`src/rtl/mic_volume_meter_if.sv`:
```
// mic_volume_meter_if
// Groups the microphone sample path and the loudness results of the volume
// meter into one bundle.
//   enable_mic   : measurement enable (driver -> meter)
//   mic_in[11:0] : unsigned mic sample, valid every clock (driver -> meter)
//   volume[3:0]  : smoothed loudness 0..15 (meter -> game)
//   volume_valid : one-cycle pulse when volume is updated (meter -> game)
//   peak_raw     : peak of the last completed window (meter -> game)
//   led_bar      : thermometer display of volume (meter -> game)
// Modports: master = sample source / result consumer, slave = the meter.
interface mic_volume_meter_if;
  logic        enable_mic;
  logic [11:0] mic_in;
  logic [3:0]  volume;
  logic        volume_valid;
  logic [11:0] peak_raw;
  logic [15:0] led_bar;

  modport master (
    output enable_mic, mic_in,
    input  volume, volume_valid, peak_raw, led_bar
  );

  modport slave (
    input  enable_mic, mic_in,
    output volume, volume_valid, peak_raw, led_bar
  );
endinterface

```
`src/rtl/mic_volume_meter.sv`:
```
// mic_volume_meter
// Measures microphone loudness by tracking the peak sample over fixed windows
// of WINDOW samples, converting the peak to a 0..15 level and smoothing it
// with fast attack / slow release.
//   clock_20khz  : sole clock, one mic sample per rising edge
//   game_reset_n : asynchronous active-low reset
//   bus          : mic_volume_meter_if slave (enable_mic, mic_in in;
//                  volume, volume_valid, peak_raw, led_bar out)
module mic_volume_meter #(
  parameter int WINDOW      = 4000,
  parameter int MIDPOINT    = 2048,
  parameter int NOISE_FLOOR = 2176,
  parameter int SHIFT       = 7
) (
  input logic                 clock_20khz,
  input logic                 game_reset_n,
  mic_volume_meter_if.slave   bus
);

  localparam int CW = (WINDOW > 1) ? $clog2(WINDOW) : 1;
  localparam logic [CW-1:0] LAST  = CW'(WINDOW - 1);
  localparam logic [12:0]   MID13 = 13'(MIDPOINT);
  localparam logic [12:0]   NF13  = 13'(NOISE_FLOOR);

  logic [CW-1:0] wcnt;
  logic [11:0]   pk;
  logic [11:0]   peak_q;
  logic [3:0]    vol_q;
  logic          valid_q;

  logic [11:0]   p;
  logic [12:0]   p13;
  logic [12:0]   above_mid;
  logic [12:0]   scaled;
  logic [3:0]    level;
  logic [3:0]    vol_next;
  logic [16:0]   therm;

  // Peak including the current sample, so the closing sample of a window counts.
  always_comb begin
    p = (bus.mic_in > pk) ? bus.mic_in : pk;
  end

  // 13-bit arithmetic keeps full-scale input from wrapping.
  always_comb begin
    p13       = {1'b0, p};
    above_mid = p13 - MID13;
    scaled    = above_mid >> SHIFT;
    level     = 4'd0;
    if (p13 >= NF13 && p13 > MID13) begin
      level = (scaled > 13'd15) ? 4'd15 : scaled[3:0];
    end
  end

  // Fast attack, slow release. level < vol_q implies vol_q >= 1, so no underflow.
  always_comb begin
    vol_next = (level >= vol_q) ? level : (vol_q - 4'd1);
  end

  always_ff @(posedge clock_20khz or negedge game_reset_n) begin
    if (!game_reset_n) begin
      wcnt    <= '0;
      pk      <= '0;
      peak_q  <= '0;
      vol_q   <= '0;
      valid_q <= 1'b0;
    end else begin
      valid_q <= 1'b0;
      if (!bus.enable_mic) begin
        // Window progress is frozen, only the displayed volume is dropped.
        vol_q <= '0;
      end else if (wcnt == LAST) begin
        peak_q  <= p;
        pk      <= '0;
        wcnt    <= '0;
        vol_q   <= vol_next;
        valid_q <= 1'b1;
      end else begin
        pk   <= p;
        wcnt <= wcnt + 1'b1;
      end
    end
  end

  // Thermometer: lowest vol_q bits set.
  always_comb begin
    therm = (17'd1 << vol_q) - 17'd1;
  end

  assign bus.volume       = vol_q;
  assign bus.volume_valid = valid_q;
  assign bus.peak_raw     = peak_q;
  assign bus.led_bar      = therm[15:0];

endmodule

```
`src/flat_wrapper.sv`:
```
// flat-port wrapper written by rule: the top's interface ports become plain ports
module mic_volume_meter_flat 
#(
  parameter int WINDOW      = 4000,
  parameter int MIDPOINT    = 2048,
  parameter int NOISE_FLOOR = 2176,
  parameter int SHIFT       = 7
)
  (clock_20khz, game_reset_n, bus_enable_mic, bus_mic_in, bus_volume, bus_volume_valid, bus_peak_raw, bus_led_bar);
  mic_volume_meter_if bus_i ();
  input logic clock_20khz;
  input logic game_reset_n;
  input wire logic [$bits(bus_i.enable_mic)-1:0] bus_enable_mic;
  input wire logic [$bits(bus_i.mic_in)-1:0] bus_mic_in;
  output wire logic [$bits(bus_i.volume)-1:0] bus_volume;
  output wire logic [$bits(bus_i.volume_valid)-1:0] bus_volume_valid;
  output wire logic [$bits(bus_i.peak_raw)-1:0] bus_peak_raw;
  output wire logic [$bits(bus_i.led_bar)-1:0] bus_led_bar;
  assign bus_i.enable_mic = bus_enable_mic;
  assign bus_i.mic_in = bus_mic_in;
  assign bus_volume = bus_i.volume;
  assign bus_volume_valid = bus_i.volume_valid;
  assign bus_peak_raw = bus_i.peak_raw;
  assign bus_led_bar = bus_i.led_bar;
  mic_volume_meter #(.WINDOW(WINDOW), .MIDPOINT(MIDPOINT), .NOISE_FLOOR(NOISE_FLOOR), .SHIFT(SHIFT)) u_core (.clock_20khz(clock_20khz), .game_reset_n(game_reset_n), .bus(bus_i));
endmodule
```
`config.mk`:
```
export PLATFORM = sky130hd
export DESIGN_NAME = mic_volume_meter_flat
export DESIGN_NICKNAME = d
export VERILOG_FILES = /design/src/rtl/mic_volume_meter_if.sv /design/src/rtl/mic_volume_meter.sv /design/src/flat_wrapper.sv
export SDC_FILE = /design/constraint.sdc
export NUM_CORES = 1
export LEC_CHECK = 0
export BUFFER_PORTS_ARGS = -buffer_cell sky130_fd_sc_hd__buf_2
export CORE_MARGIN = 2
export CORE_UTILIZATION = 25
export CTS_CLUSTER_DIAMETER = 120
export DETAILED_ROUTE_END_ITERATION = 8
export PLACE_DENSITY_LB_ADDON = 0.12
export SYNTH_ARGS = -nofsm -noshare
export SYNTH_HDL_FRONTEND = slang
export SYNTH_SLANG_ARGS = --single-unit
```
`constraint.sdc`:
```
create_clock -name clock_20khz -period 4.31 [get_ports clock_20khz]
set_input_delay 0.6465 -clock clock_20khz [delete_from_list [all_inputs] [get_ports clock_20khz]]
set_output_delay 0.6465 -clock clock_20khz [all_outputs]
set_load 0.01 [all_outputs]
```
==> run_results.csv <==
group,metric,value,unit
status,status,"completed",
layout,final_util,0.2992,
global_routing,grt-busiest-layer,"met2",
die,core_area,10280,um^2
worst_setup_path,required,4.48,ns
sta,rsz0062_at_grt,"no",
sta,finalMaxSlewViolations,0,
worst_setup_path,worst-path-max-fanout,10,
layout,drive_gt1_frac,0.1730,
global_routing,use_met1,0.1657,
synthesis,yosys.area_share.simple,0.1632,
job,maxCapViolations,0,
die,dieHeight,106.4,um
detailed_routing,drt_iter0_drc,76,
global_routing,met3_usage,0.02636,
sta,fmax,268.1,MHz
sta,whs,0.4830,ns
place,post-place-ws,0.2945,ns
synthesis,ys_seq_elements,41,
place,port_buffers,47,
clock_tree,worst_skew_pair.late_latency,0.29,ns
global_routing,grt_pass1_vias,2211,
die,die_w,106.4,um
sta,period_share,0.8654,
synthesis,synth.area.top_cells,"dfrtp_1 39%, ha_1 11%, nand2_1 6.0%",
synthesis,synth_ff_type,"dfrtp_1",
synthesis,netlist.area_leader.share,0.3912,
detailed_routing,via_count,2281,
sta,setup_slack,0.5803,ns
worst_hold_path,hold_class,"flip-flop to flip-flop",
synthesis,syn_avg_cell_area,8.890,um^2
die,die_area,11330,um^2
clock_tree,clk_pin_slew,0.07,ns
synthesis,synth_fp_nets,333,
clock_tree,cts.htree.levels,2,
detailed_routing,vias_per_cell,4.782,
sta,fin_crit,3.730,ns
layout,area_growth,17.27,%
layout,antenna_cells,0,
synthesis,synth-edff-count,0,
detailed_routing,totalWireLength,6.603,mm
sta,hold_viol,0,
worst_setup_path,critPathLaunchType,"input port",
detailed_routing,route.detailed.drc,0,
sta,setup_tns,0,ns
global_routing,antenna_found_initial,0,
synthesis,synthArstFlopShare,1.000,
synthesis,synth-xor-area-share,0.03340,
sta,setup_viol,0,
synthesis,synth_cells,295,
clock_tree,ctsResizeCount,0,
clock_tree,postCtsSetupRepairBufs,0,
sta,fin_skew,0.007221,ns
clock_tree,cts_buffer_depth,2,
clock_tree,cts_made_buffers,5,
worst_setup_path,worstPathArrival,3.90,ns
synthesis,synth_cell_types,42,
clock_tree,cts_root_buf,"clkbuf_8",
power,p_per_area,421.5,nW/um^2
die,start_util,0.2552,
synthesis,synth_mux_area_frac,0.05010,
layout,final_nets,378,
power,p_leak,1.552,nW
clock_tree,cts_tree,"yes",
synthesis,synth_compound_area_frac,0.1970,
die,row_count,37,
place,place_congestion,0.7765,
global_routing,grt_overflow,0,
detailed_routing,postRouteAntennaNets,0,
synthesis,synth_top_family_by_area,"compound AO/OA/AOI/OAI gates",
detailed_routing,wire_per_inst,13.84,um
sta,max_slew_margin,0.3323,
synthesis,ys_seq_area_frac,0.3912,
place,dpl.hpwl,4.712,mm
clock_tree,clock-sinks,41,
clock_tree,ctsHoldBuffers,0,
synthesis,syn_area,2623,um^2
detailed_routing,dr.pass1.iters,4,
synthesis,synth_area_leader_cell,"dfrtp_1",
worst_setup_path,endpoint_kind,"flip-flop",
synthesis,synth_most_common_cell,"nand2_1",
sta,worst_pin_slew,1.002,ns
global_routing,grt_util_all_layers,0.1208,
synthesis,synth_common_cells,"42 x nand2_1, 41 x dfrtp_1, 30 x o21ai_0",
synthesis,synthAdderAreaFrac,0.1097,
synthesis,yosysWarnings,0,
global_routing,grtUsageMet2,0.1937,
power,peakVddDrop,0.1502,mV
power,p_total,0.001296,W
die,pin_count,48,
global_routing,grt_max_degree,42,
worst_setup_path,path_class,"input port to flip-flop",
global_routing,grt_pass1_wl,11.05,mm
==> through the flow <==
stage	instances	area [um^2]
detailed placement	469	2995
finish	477	3075
CTS	477	3075
global route	477	3075
global placement	469	2995
floorplan	295	2623
==> layer usage <==
| metal | vias up | wire length (um) |
|---|---|---|
| li1 | 1137 | - |
| met1 | 1102 | 3232 |
| met2 | 37 | 3040 |
| met3 | 5 | 281 |
| met4 | 0 | 48 |
| met5 | - | 0 |
==> flip-flops by register name, indices dropped and copies added (netlist names) <==
register and flops:
u_core.bus.peak_raw 12, u_core.bus.volume 4, u_core.bus.volume_valid 1, u_core.pk 12
u_core.wcnt 12
==> logic make-up (layout without fill, tap and decap cells) <==
group	Yosys count	count (layout)
buf+inv	36	82
compound gates	79	79
fa+ha+maj	23	23
flops	41	41
xor+xnor	10	10
simple gates	93	93
mux	13	13
==> critical path: stages <==
cell and delay (ns):
buf_2 0.12, ha_1 0.31, nor2b_4 0.13, o211ai_2 0.13
a211oi_1 0.09, o41a_1 0.54, and2_4 0.25, a22o_1 0.24
ha_1 0.27, a21boi_0 0.17, o21ai_0 0.13, a21oi_1 0.41
nor3_1 0.11, a311oi_1 0.23, o22ai_1 0.12
==> report_power, final <==
part | switching (W) | internal [W]
Combinational | 0.000279 | 0.000240
Clock | 0.000129 | 0.000115
Sequential | 0.0000720 | 0.000461
==> worst paths after layout <==
check                                                        start                                  to  slack (ns)  cells past startpoint
worst min register to register  u_core.bus.peak_raw[3]$_DFFE_PN0P_  u_core.bus.peak_raw[3]$_DFFE_PN0P_        0.48                      2
worst max register to register            u_core.pk[1]$_DFFE_PN0P_    u_core.bus.volume[3]$_DFFE_PN0P_        0.66                     15
max in group asynchronous                             game_reset_n  u_core.bus.peak_raw[6]$_DFFE_PN0P_        3.17                      1
worst max-delay path                                 bus_mic_in[1]    u_core.bus.volume[3]$_DFFE_PN0P_        0.58                     15
min in group asynchronous                             game_reset_n          u_core.wcnt[4]$_DFFE_PN0P_        0.53                      1
worst min-delay path            u_core.bus.peak_raw[3]$_DFFE_PN0P_  u_core.bus.peak_raw[3]$_DFFE_PN0P_        0.48                      2
==> cell type report <==
type | instances | area [um^2]
fillers | 1098 | 7202
repair buffers | 50 | 257.7
flip-flops and latches | 41 | 1026
inverters | 24 | 90.09
clock buffers | 8 | 80.08
multi-input cells | 218 | 1451
well taps | 136 | 170.2
==> layout by cell type, fill, tap and decap left out, drive strengths merged, types with 2 or more instances in the layout <==
cell type and instances:
xor2 3, nand3 5, xnor2 7, a21o 4, dfrtp 41, inv 22
o21ai 30, clkbuf 8, and2 2, nor3 5, nor2 19, buf 50
clkinv 2, a21oi 12, o31ai 3, and3 5, nor2b 2, nor4 2
a22o 14, or3 2, nand4 7, nand2 42, ha 23, a31oi 3
o211ai 3, mux2i 12, o22ai 2
No activity file was read; power rests on OpenSTA's default activity.
